--- src/rtl/addsub_pkg.sv ---
// Purpose : shared constants for the ripple add/subtract datapath slice.
// Latency : n/a (package only).
// Backpressure: n/a (package only).
package addsub_pkg;

    // Default operand/result width of the arithmetic slice.
    localparam int ADDSUB_DEFAULT_WIDTH = 16;

    // binvert encodings: add selects b, subtract selects ~b with carry-in 1.
    localparam logic OP_ADD = 1'b0;
    localparam logic OP_SUB = 1'b1;

endpackage : addsub_pkg

--- src/rtl/addsub_bitcell.sv ---
// Purpose : one bit of the ripple adder/subtractor (b/~b 2:1 select + full adder).
// Latency : combinational.
// Backpressure: none; pure function of its inputs.
module addsub_bitcell
    import addsub_pkg::*;
(
    input  logic a,
    input  logic b,
    input  logic binvert,
    input  logic cin,
    output logic sum,
    output logic cout
);

    logic bsel;

    // Operand select followed by a plain full adder.
    always_comb begin
        bsel = (binvert == OP_SUB) ? ~b : b;
        sum  = a ^ bsel ^ cin;
        cout = (a & bsel) | (a & cin) | (bsel & cin);
    end

endmodule : addsub_bitcell

--- src/rtl/addsub_ripple_reg.sv ---
// Purpose : WIDTH-bit ripple-carry add/subtract with registered result and flags
//           (optional registered signed-less-than output under ADDSUB_SLT_EN).
// Latency : 1 cycle from in_valid to out_valid.
// Backpressure: none; every in_valid cycle is captured, idle cycles hold the last result.
module addsub_ripple_reg
    import addsub_pkg::*;
#(
    parameter int WIDTH = ADDSUB_DEFAULT_WIDTH
) (
    input  logic             clock,
    input  logic             reset_n,
    input  logic             in_valid,
    input  logic             binvert,
    input  logic [WIDTH-1:0] a,
    input  logic [WIDTH-1:0] b,
    output logic             out_valid,
    output logic [WIDTH-1:0] result,
    output logic             carryout,
    output logic             zero,
    output logic             overflow
`ifdef ADDSUB_SLT_EN
    ,
    output logic             less
`endif
);

    // carry[i] is the carry into cell i; carry[0] supplies the +1 of two's-complement subtract.
    logic [WIDTH:0]   carry;
    logic [WIDTH-1:0] sum;
    logic             zero_comb;
    logic             overflow_comb;

    assign carry[0] = binvert;

    genvar i;
    generate
        for (i = 0; i < WIDTH; i++) begin : g_cell
            addsub_bitcell u_cell (
                .a       (a[i]),
                .b       (b[i]),
                .binvert (binvert),
                .cin     (carry[i]),
                .sum     (sum[i]),
                .cout    (carry[i+1])
            );
        end
    endgenerate

    // Flags from the full-width combinational sum; overflow is carry-in vs carry-out of the MSB.
    always_comb begin
        zero_comb     = (sum == '0);
        overflow_comb = carry[WIDTH] ^ carry[WIDTH-1];
    end

    // Valid tracks in_valid each edge; cleared immediately by reset.
    always_ff @(posedge clock or negedge reset_n) begin
        if (!reset_n) begin
            out_valid <= 1'b0;
        end else begin
            out_valid <= in_valid;
        end
    end

    // Result and flags load only on valid cycles, so X operands while idle never reach them.
    always_ff @(posedge clock or negedge reset_n) begin
        if (!reset_n) begin
            result   <= '0;
            carryout <= 1'b0;
            zero     <= 1'b1;
            overflow <= 1'b0;
        end else if (in_valid) begin
            result   <= sum;
            carryout <= carry[WIDTH];
            zero     <= zero_comb;
            overflow <= overflow_comb;
        end
    end

`ifdef ADDSUB_SLT_EN
    // Signed a < b when subtracting: sign of the difference corrected by overflow.
    always_ff @(posedge clock or negedge reset_n) begin
        if (!reset_n) begin
            less <= 1'b0;
        end else if (in_valid) begin
            less <= sum[WIDTH-1] ^ overflow_comb;
        end
    end
`endif

endmodule : addsub_ripple_reg

--- config.mk ---
export PLATFORM = sky130hd
export DESIGN_NAME = addsub_ripple_reg
export DESIGN_NICKNAME = d
export VERILOG_FILES = /design/src/rtl/addsub_pkg.sv /design/src/rtl/addsub_bitcell.sv /design/src/rtl/addsub_ripple_reg.sv
export SDC_FILE = /design/constraint.sdc
export NUM_CORES = 1
export LEC_CHECK = 0
export BUFFER_PORTS_ARGS = -buffer_cell sky130_fd_sc_hd__buf_2
export CORE_UTILIZATION = 50
export CTS_CLUSTER_DIAMETER = 40
export DETAILED_ROUTE_END_ITERATION = 10
export HOLD_SLACK_MARGIN = 0.06
export PLACE_DENSITY = 0.81
export SLEW_MARGIN = 20
export SYNTH_ARGS = -nofsm -noshare
export SYNTH_HDL_FRONTEND = slang
export SYNTH_SLANG_ARGS = --single-unit
--- constraint.sdc ---
create_clock -name clock -period 1.4 [get_ports clock]
set_input_delay 0.14 -clock clock [delete_from_list [all_inputs] [get_ports clock]]
set_output_delay 0.14 -clock clock [all_outputs]
set_load 0.01 [all_outputs]
==> results.py <==
metrics = {
    "critical_path": {
        "end_kind": "flop",
        "worst_setup_path_start_kind": "primary input",
        "r2r_cells": 1,
        "path_delay_family": "adder cells",
        "path_depth": 21,
        "worstPathArrival_ns": 5.89,
        "crit_buf_inv": 3,
        "ff2ff_setup_slack_ns": 0.63,
        "worst_path_max_delay_cell": "fa_2",
        "cp_cell_sequence": "buf_6, mux2_4, fa_2, fa_2, inv_2, fa_2, fa_2, fa_2, fa_2, fa_2, fa_2, fa_2, fa_2, fa_2, fa_2, fa_2, fa_2, inv_2, fa_2, nor4_2, a32o_1",
        "crit_top_cell": "fa_2",
        "required_ns": 1.64,
        "critical_path_class": "primary input to flop",
        "crit_fanout": 2,
        "slowest_delay_ns": 0.44,
    },
    "global_route": {
        "antenna_found_initial": 0,
        "grt_max_degree": 26,
        "grtUsageTotal": 0.230,
        "first_global_vias": 1066,
        "grt_remaining_overflow": 0,
        "grt_pass1_wl_um": 4610,
    },
    "sta": {
        "fmax_mhz": 177,
        "fin_ws_ns": -4.26,
        "fin_crit_sh": 4.04,
        "relSlewSlack": 0.713,
        "max_slew.worst_pin.slew_ns": 0.431,
        "fin_crit_ns": 5.66,
        "clock_skew_ns": 0,
        "setup-violations-final": 17,
        "hold_viol_final": 0,
        "fin_setup_tns_ns": -39.79,
        "rsz0062_at_grt": "yes",
        "drv_slew": 0,
    },
    "clocking": {
        "clock_latency_ns": 0.28,
        "cts_tree": "built",
        "cts.sinks": 20,
        "cts_made_buffers": 3,
        "h-tree-depth": 1,
        "clock-root-buffer": "clkbuf_4",
        "cts.clk_slew.worst_paths_ns": 0.11,
        "clk_path_buf_depth": 2,
    },
    "cells_and_area": {
        "nets": 230,
        "drive_gt1_frac": 0.545,
        "instances_no_fill": 208,
        "fillers": 176,
        "register_area_um2": 502,
        "multi_input_area_um2": 742,
        "diodes": 0,
        "syn_to_final_growth_pct": 38.9,
    },
    "routing": {
        "drtAntennaViolNets": 0,
        "wl_um": 2870,
        "num_vias": 1054,
        "viasPerCell": 5.07,
        "drc": 0,
        "routedWlPerCell_um": 13.8,
        "drtIter0Drc": 17,
        "drt_pre_antenna_iters": 4,
    },
    "pwr": {
        "power_frac_comb": 0.481,
        "seqPwrFrac": 0.384,
        "ir_drop_mv": 0.640,
        "netSwitchingPower_mw": 0.683,
        "intPower_mw": 1.36,
        "p_leak_nw": 0.859,
        "power_density_nw_per_um2": 1140,
        "clockPowerShare": 0.136,
        "sw_frac_of_total": 0.335,
        "p_total_mw": 2.04,
    },
    "floorplanning": {
        "ios": 56,
        "die_h_um": 52.7,
        "die-area_um2": 2780,
        "coreArea_um2": 2450,
        "rows": 18,
        "start_util": 0.523,
        "fp.dieW_um": 52.7,
    },
    "logic_synthesis": {
        "syn_nets": 162,
        "syn_area_um2": 1280,
        "synth_area_per_cell_um2": 11.6,
        "ys_seq_elements": 20,
        "yosysWarningCount": 0,
        "ys_types": 19,
        "yosysSeqAreaShare": 0.390,
        "syn_inst": 111,
    },
    "place": {
        "dp_hpwl_um": 2300,
        "dp.cells": 199,
        "portBuffers": 55,
        "routabilityCongestion": 0.717,
    },
    "status": {
        "status": "finished, violations left",
        "violations": "negative setup slack",
    },
    "worst_hold_path": {
        "holdPathStages": 1,
        "min_path_type": "primary input to flop",
    },
    "run": {
        "cap_violations": 0,
    },
}
[power by group through the flow]
| stage | clock network (mW) | logic, mW | registers [mW] |
|---|---|---|---|
| after global placement | 0 | 0.794 | 0.785 |
| after global routing | 0.314 | 1.07 | 0.797 |
| final | 0.277 | 0.981 | 0.783 |
| after floorplan | 0 | 0.406 | 0.856 |
| after detailed placement | 0 | 0.843 | 0.791 |
| after CTS | 0.278 | 0.955 | 0.780 |
[synth_stat cells]
| master | n | area, um^2 |
|---|---|---|
| a21oi_1 | 1 | 5.00 |
| a32o_1 | 1 | 10.0 |
| buf_4 | 3 | 22.5 |
| buf_6 | 2 | 22.5 |
| dfrtp_1 | 19 | 475 |
| dfstp_2 | 1 | 26.3 |
| fa_1 | 15 | 300 |
| inv_1 | 14 | 52.6 |
| inv_2 | 1 | 3.75 |
| mux2_2 | 6 | 67.6 |
| nand2_1 | 13 | 48.8 |
| nand4_1 | 2 | 12.5 |
| nand4b_1 | 1 | 8.76 |
| nor2_1 | 2 | 7.51 |
| nor4_2 | 1 | 12.5 |
| o21ai_0 | 8 | 40.0 |
| o21ai_1 | 4 | 20.0 |
| xnor2_1 | 14 | 123 |
| xor2_1 | 3 | 26.3 |
[sequential cells by signal (all words and copies together) (netlist names)]
register and cells:
carryout 1, out_valid 1, overflow 1, result 16, zero 1
[area by class of cell]
| cell class | instances | area share |
|---|---|---|
| multi-input cells | 71 | 0.416 |
| inverters | 15 | 0.0315 |
| flip-flops and latches | 20 | 0.281 |
| repair buffers | 68 | 0.236 |
| clock buffers | 4 | 0.0147 |
| well taps | 30 | 0.0210 |
[cells in the final DEF, fill, tap and decap left out, drive strengths merged]
master	synthesis	routed
a21oi	1	1
dfstp	1	1
nor4	1	1
nand4	2	2
o21ai	12	12
a32o	1	1
inv	15	15
dfrtp	19	19
nor2	2	2
clkbuf	0	4
nand2	13	13
dlygate4sd3	0	1
nand4b	1	1
fa	15	15
xor2	3	3
mux2	6	6
xnor2	14	14
buf	5	67
[timing repair]
item | CTS | global route
pin swaps | 8 | 1
setup endpoints to repair | 17 | 17
gates cloned | 0 | 0
hold buffers | 1 | 0
hold endpoints to repair | 19 | 0
resized for setup | 17 | 1
setup buffers | 4 | 1
[through the flow]
step,hold slack [ns],setup WS (ns),util,instance area (um^2)
after floorplan,-0.156,-4.44,-,1350
after global placement,0.0945,-4.59,0.676,1660
after detailed placement,0.104,-4.71,0.676,1660
after CTS,0.0960,-4.25,0.723,1770
after global routing,0.0838,-4.39,0.727,1790
final,0.0991,-4.26,0.727,1790
[logic make-up after synthesis]
family	after synthesis	synth area share
compound gates	14	0.0584
buf+inv	20	0.0789
mux	6	0.0526
simple gates	19	0.0701
fa+ha+maj	15	0.234
flops	20	0.390
xor+xnor	17	0.116
[path summary, 6_finish.rpt]
kind / to / from
max: zero / b[0]
min: out_valid / in_valid
max reg2reg: result[15] / result[15]
min reg2reg: result[5] / result[5]
max in group asynchronous: zero / reset_n
min in group asynchronous: result[7] / reset_n
[metal layers]
layer	routed length [um]	up-vias	global-route usage
li1	-	482	-
met5	0	-	0
met3	134	14	0.0261
met2	1570	47	0.405
met4	93	0	0.0965
met1	1070	511	0.281
(Power assumes the default switching activity.)
